## config.mk

```make
export PLATFORM = sky130hd
export DESIGN_NAME = qed_commit_counter
export DESIGN_NICKNAME = d
export VERILOG_FILES = /design/src/rtl/qed_commit_counter.sv
export SDC_FILE = /design/constraint.sdc
export NUM_CORES = 1
export LEC_CHECK = 0
export BUFFER_PORTS_ARGS = -buffer_cell sky130_fd_sc_hd__buf_2
export CAP_MARGIN = 20
export CORE_UTILIZATION = 35
export DETAILED_ROUTE_END_ITERATION = 12
export GPL_ROUTABILITY_DRIVEN = 1
export PLACE_DENSITY = 0.59
export SLEW_MARGIN = 10
export SYNTH_ARGS = -nofsm -noshare
export SYNTH_HDL_FRONTEND = slang
export SYNTH_SLANG_ARGS = --single-unit
```

## constraint.sdc

```tcl
create_clock -name clk -period 6.75 [get_ports clk]
set_clock_uncertainty 0.2 [all_clocks]
set_input_delay 0.675 -clock clk [delete_from_list [all_inputs] [get_ports clk]]
set_output_delay 0.675 -clock clk [all_outputs]
set_load 0.02 [all_outputs]
```

## src/rtl/qed_commit_counter.sv

```systemverilog
// rtl/qed_commit_counter.sv - saturating commit counter with sticky overflow flag
module qed_commit_counter #(
    parameter int CNT_W = 16
) (
    input  logic             clk,
    input  logic             rst_n,
    input  logic             clr_i,
    input  logic [1:0]       inc_i,
    output logic [CNT_W-1:0] cnt_o,
    output logic [CNT_W-1:0] cnt_next_o,
    output logic             ovf_o
);
    logic [CNT_W-1:0] cnt_q, cnt_d;
    logic             ovf_q, ovf_d;
    logic [CNT_W:0]   sum;

    always_comb begin
        sum   = {1'b0, cnt_q} + {{(CNT_W-1){1'b0}}, inc_i};
        cnt_d = cnt_q;
        ovf_d = ovf_q;
        if (clr_i) begin
            cnt_d = '0;
        end else if (sum[CNT_W]) begin
            cnt_d = '1;
            ovf_d = 1'b1;
        end else begin
            cnt_d = sum[CNT_W-1:0];
        end
    end

    // Overflow stays set across ena drops; only reset clears it.
    always_ff @(posedge clk or negedge rst_n) begin
        if (!rst_n) begin
            cnt_q <= '0;
            ovf_q <= 1'b0;
        end else begin
            cnt_q <= cnt_d;
            ovf_q <= ovf_d;
        end
    end

    assign cnt_o      = cnt_q;
    assign cnt_next_o = cnt_d;
    assign ovf_o      = ovf_q;
endmodule

```

* Word level (Yosys, flattened, before mapping)
Index checks and enable logic that the tools add are counted.
Storage, ports and cells: flip-flop bits (word level) 17, bits of input ports 5, output and inout bits 33
Cells by class: add/sub/neg operators 1, mux-type cells 2, bitwise logic cells 1, reduce and logical (&&, ||, !) cells 1
Operator list (number):
- two-way mux 16 bit | 2
- adder 16 x 2 -> 17 bit | 1
- AND reduction 2 bit | 1
- NOT 1 bit | 1

* Logic depth before layout (Yosys ltp)
word-level depth 3, depth in mapped cells 7

* Worst setup path after synthesis
No wires, ideal clock.
path type input to output, start point input port inc_i[0], end point output port cnt_next_o[13], data arrival time 2.572 ns, path slack 3.303 ns, cell stages on the path 7, cell sequence ha_1 -> inv_1 -> fa_1 -> nor4b_4 -> or3b_1 -> buf_6 -> o21ai_0
Between the ends: longest elaborated chain between the ends 3
Ends and longest elaborated chain:
- start: declaration | RTL line 8 | input logic [1:0] inc_i,
- adder 16 x 2 -> 17 bit | RTL line 18 | sum = {1'b0, cnt_q} + {{(CNT_W-1){1'b0}}, inc_i};
- two-way mux 16 bit | RTL line 23 | end else if (sum[CNT_W]) begin
- two-way mux 16 bit | RTL line 21 | if (clr_i) begin
- end: declaration | RTL line 10 | output logic [CNT_W-1:0] cnt_next_o,
Every way passes these cells.

* Final worst setup path
start point input port inc_i[0], end point output port cnt_next_o[9]
The elaborated chain is that of the path after synthesis.

==> impl_metrics.tcl <==
set metrics [dict create \
    drv.max_cap_violation_count 0 \
    cts_sinks 17 \
    core_area_mm2 0.00248 \
    rsz0062_at_grt "false" \
    place.detailed.hpwl_um 1500 \
    worstMarginPinSlew_ns 0.524 \
    finalPower_w 0.000193 \
    arrival_ns 2.92 \
    synth_cells 90 \
    netlist_top_cells_count "17 x dfrtp_1, 10 x o21ai_0, 8 x xnor2_1, 7 x nand2_1, 5 x inv_1" \
    yosys-top-cells-area "dfrtp_1 46%, xnor2_1 7.6%, o21ai_0 5.4%" \
    maxSlewViolCount 0 \
    critical_path.max_fanout 13 \
    holdWs_ns 0.0848 \
    post_cts_resize_count 0 \
    synth-compound-area-share 0.113 \
    worst_ir_drop_vdd_v 0.000106 \
    area.growth.synth_to_final_pct 25.1 \
    yosys_warnings 0 \
    worst_setup_path_start_kind "primary input" \
    post_cts.repair.setup_buffers 0 \
    gr-total-overflow 0 \
    synth_sequential_area_ratio 0.461 \
    postSynth.topFlopCell "dfrtp_1" \
    syn_nets 98 \
    synth-edff-count 0 \
    cts.root.buffer_cell "clkbuf_4" \
    n_antenna_cell 0 \
    ys_seq_elements 17 \
    setup_tns_ns 0 \
    die_area_mm2 0.00284 \
    antenna_violating_nets_left 0 \
    final.period_utilization 0.562 \
    die_y_um 53.3 \
    synth_mux_area_frac 0.0109 \
    postSynth.asyncResetShare 1.00 \
    gp_congestion 0.745 \
    cts-hold-fix-buffers 0 \
    r2r_cells 6 \
    adder_cell_share_of_the_synthesized_area 0.0488 \
    post_route_cells_drive_above_1_share 0.344 \
    routed_wire_length_per_instance_um 12.6 \
    status "completed" \
    grt_pass1_vias 734 \
    cts.reportedPaths.clkPinSlew_ns 0.11 \
    timing.final.ws_setup_ns 2.96 \
    finalWorstPathRequiredPeriod_ns 3.79 \
    row_cnt 18 \
    dieWidth_um 53.3 \
    numPortBuffers 37 \
    detailedPlace.worstSlack_ns 2.94 \
    insertion_delay_of_the_later_clocked_pin_in_the_worst_skew_pair_ns 0.29 \
    vias 804 \
    power_leakage_nw 0.598 \
    synthMostInstantiatedCell "dfrtp_1" \
    cts.htree.levels 1 \
    finalSetupViolations 0 \
    power_density_mw_per_mm2 167 \
    drt_drc_violations_left 0 \
    pin_count 38 \
    post_drt_via_cell_ratio 5.09 \
    wire_length_of_the_first_global_routing_pass_um 3220 \
    worst_slew_margin_rel 0.647 \
    synth_xor_area_frac 0.0855 \
    first_pass_iteration_count_of_the_detailed_router 4 \
    hold_violations 0 \
    yosysTopAreaCellShare 0.461 \
    synth_top_family_by_area "simple AND/OR/NAND/NOR gates" \
    worst_r2r_endpoint "cnt_o[9]" \
    fmax_mhz 264 \
    synthesis.area_um2 922 \
    largest_net_degree_at_the_start_of_global_routing 20 \
    worst-endpoint-required_ns 5.88 \
    cts_buffers 3 \
    drt_iter0_markers 11 \
    post-synth-top-area-cell "dfrtp_1" \
    initial_utilization 0.372 \
    cts_tree "done" \
    hold_path_class "in -> async" \
    antenna_violations_before_repair 0 \
    synth.lib_cells_used.distinct 33 \
    routed_wl_um 1990 \
    timing_worst_setup_path_type "in -> out" \
    ff2ff_setup_slack_ns 4.14 \
    clockBufferDepth 2 \
    syn_avg_cell_area_um2 10.2 \
    grt_util_all_layers 0.156 \
    yosys.area_share.simple 0.240 \
    final_nets 137 \
    crit_path_end_kind "output pin" \
    rr_startpoint "cnt_o[0]" \
]
==> flip-flops by register name, indices dropped and copies added (netlist names) <==
register and flops:
cnt_o 16, ovf_o 1
==> critical path, stage by stage <==
cell,delay [ns]
buf_2,0.08
ha_1,0.16
inv_1,0.05
fa_1,0.48
nor4b_4,0.49
or3b_1,0.57
o21ai_0,0.19
buf_2,0.21
==> metal layers <==
| metal | vias to the layer above | wire length, um | track usage |
|---|---|---|---|
| met5 | - | 0 | 0 |
| met4 | 0 | 16 | 0.0658 |
| met3 | 2 | 109 | 0.0287 |
| met2 | 27 | 906 | 0.248 |
| met1 | 374 | 958 | 0.205 |
| li1 | 401 | - | - |
==> area by class of cell <==
cell class	instances	area, um2
inverters	5	18.8
clock inverters	1	5.00
fillers	256	1320
multi-input cells	65	459
repair buffers	37	185
well taps	30	37.5
clock buffers	3	22.5
flip-flops and latches	17	425
==> how the worst max path moves through the flow <==
stage | startpoint | to | cells after the start
final | inc_i[0] | cnt_next_o[9] | 8
after global routing | inc_i[0] | cnt_next_o[13] | 8
after CTS | inc_i[0] | cnt_next_o[9] | 8
after detailed placement | inc_i[0] | cnt_next_o[9] | 8
after global placement | inc_i[0] | cnt_next_o[6] | 8
after floorplan | inc_i[0] | cnt_next_o[13] | 7
==> power breakdown <==
part	internal (W)	switching, W	total [W]
sequential	0.000105	0.00000316	0.000108
combinational	0.00000945	0.0000200	0.0000295
clock	0.0000220	0.0000333	0.0000553
==> logic make-up (layout without fill, tap and decap cells) <==
group	count (synthesis)	count (layout)
adders and majority gates	3	3
xor gates and xnor gates	9	9
and+or+nand+nor	34	34
DFF	17	17
muxes	1	1
AOI/OAI and AO/OA	18	18
buffers and inverters	8	46
==> through the flow <==
stage	instances	utilization	cell area (um2)
after detailed placement	154	0.455	1130
after global placement	154	0.455	1130
after CTS	158	0.466	1150
after global routing	158	0.466	1150
final	158	0.466	1150
after floorplan	90	-	922
==> cells in the final DEF, fill, tap and decap left out, drive strengths merged <==
cell type,instances
buf,37
nor3b,1
and3,2
nor2b,2
inv,5
nand2b,1
dfrtp,17
a21oi,2
nor4,2
nand2,7
a311oi,1
a31oi,2
nand3,5
nor3,3
ha,2
clkbuf,3
nor4b,2
nor2,4
mux2i,1
or3b,1
xor2,1
fa,1
o21a,1
clkinv,1
nand4,2
a211oi,1
and4,1
o21ai,10
o211ai,1
xnor2,8
or2b,1
Note: power is estimated with default switching activity, not from simulation.
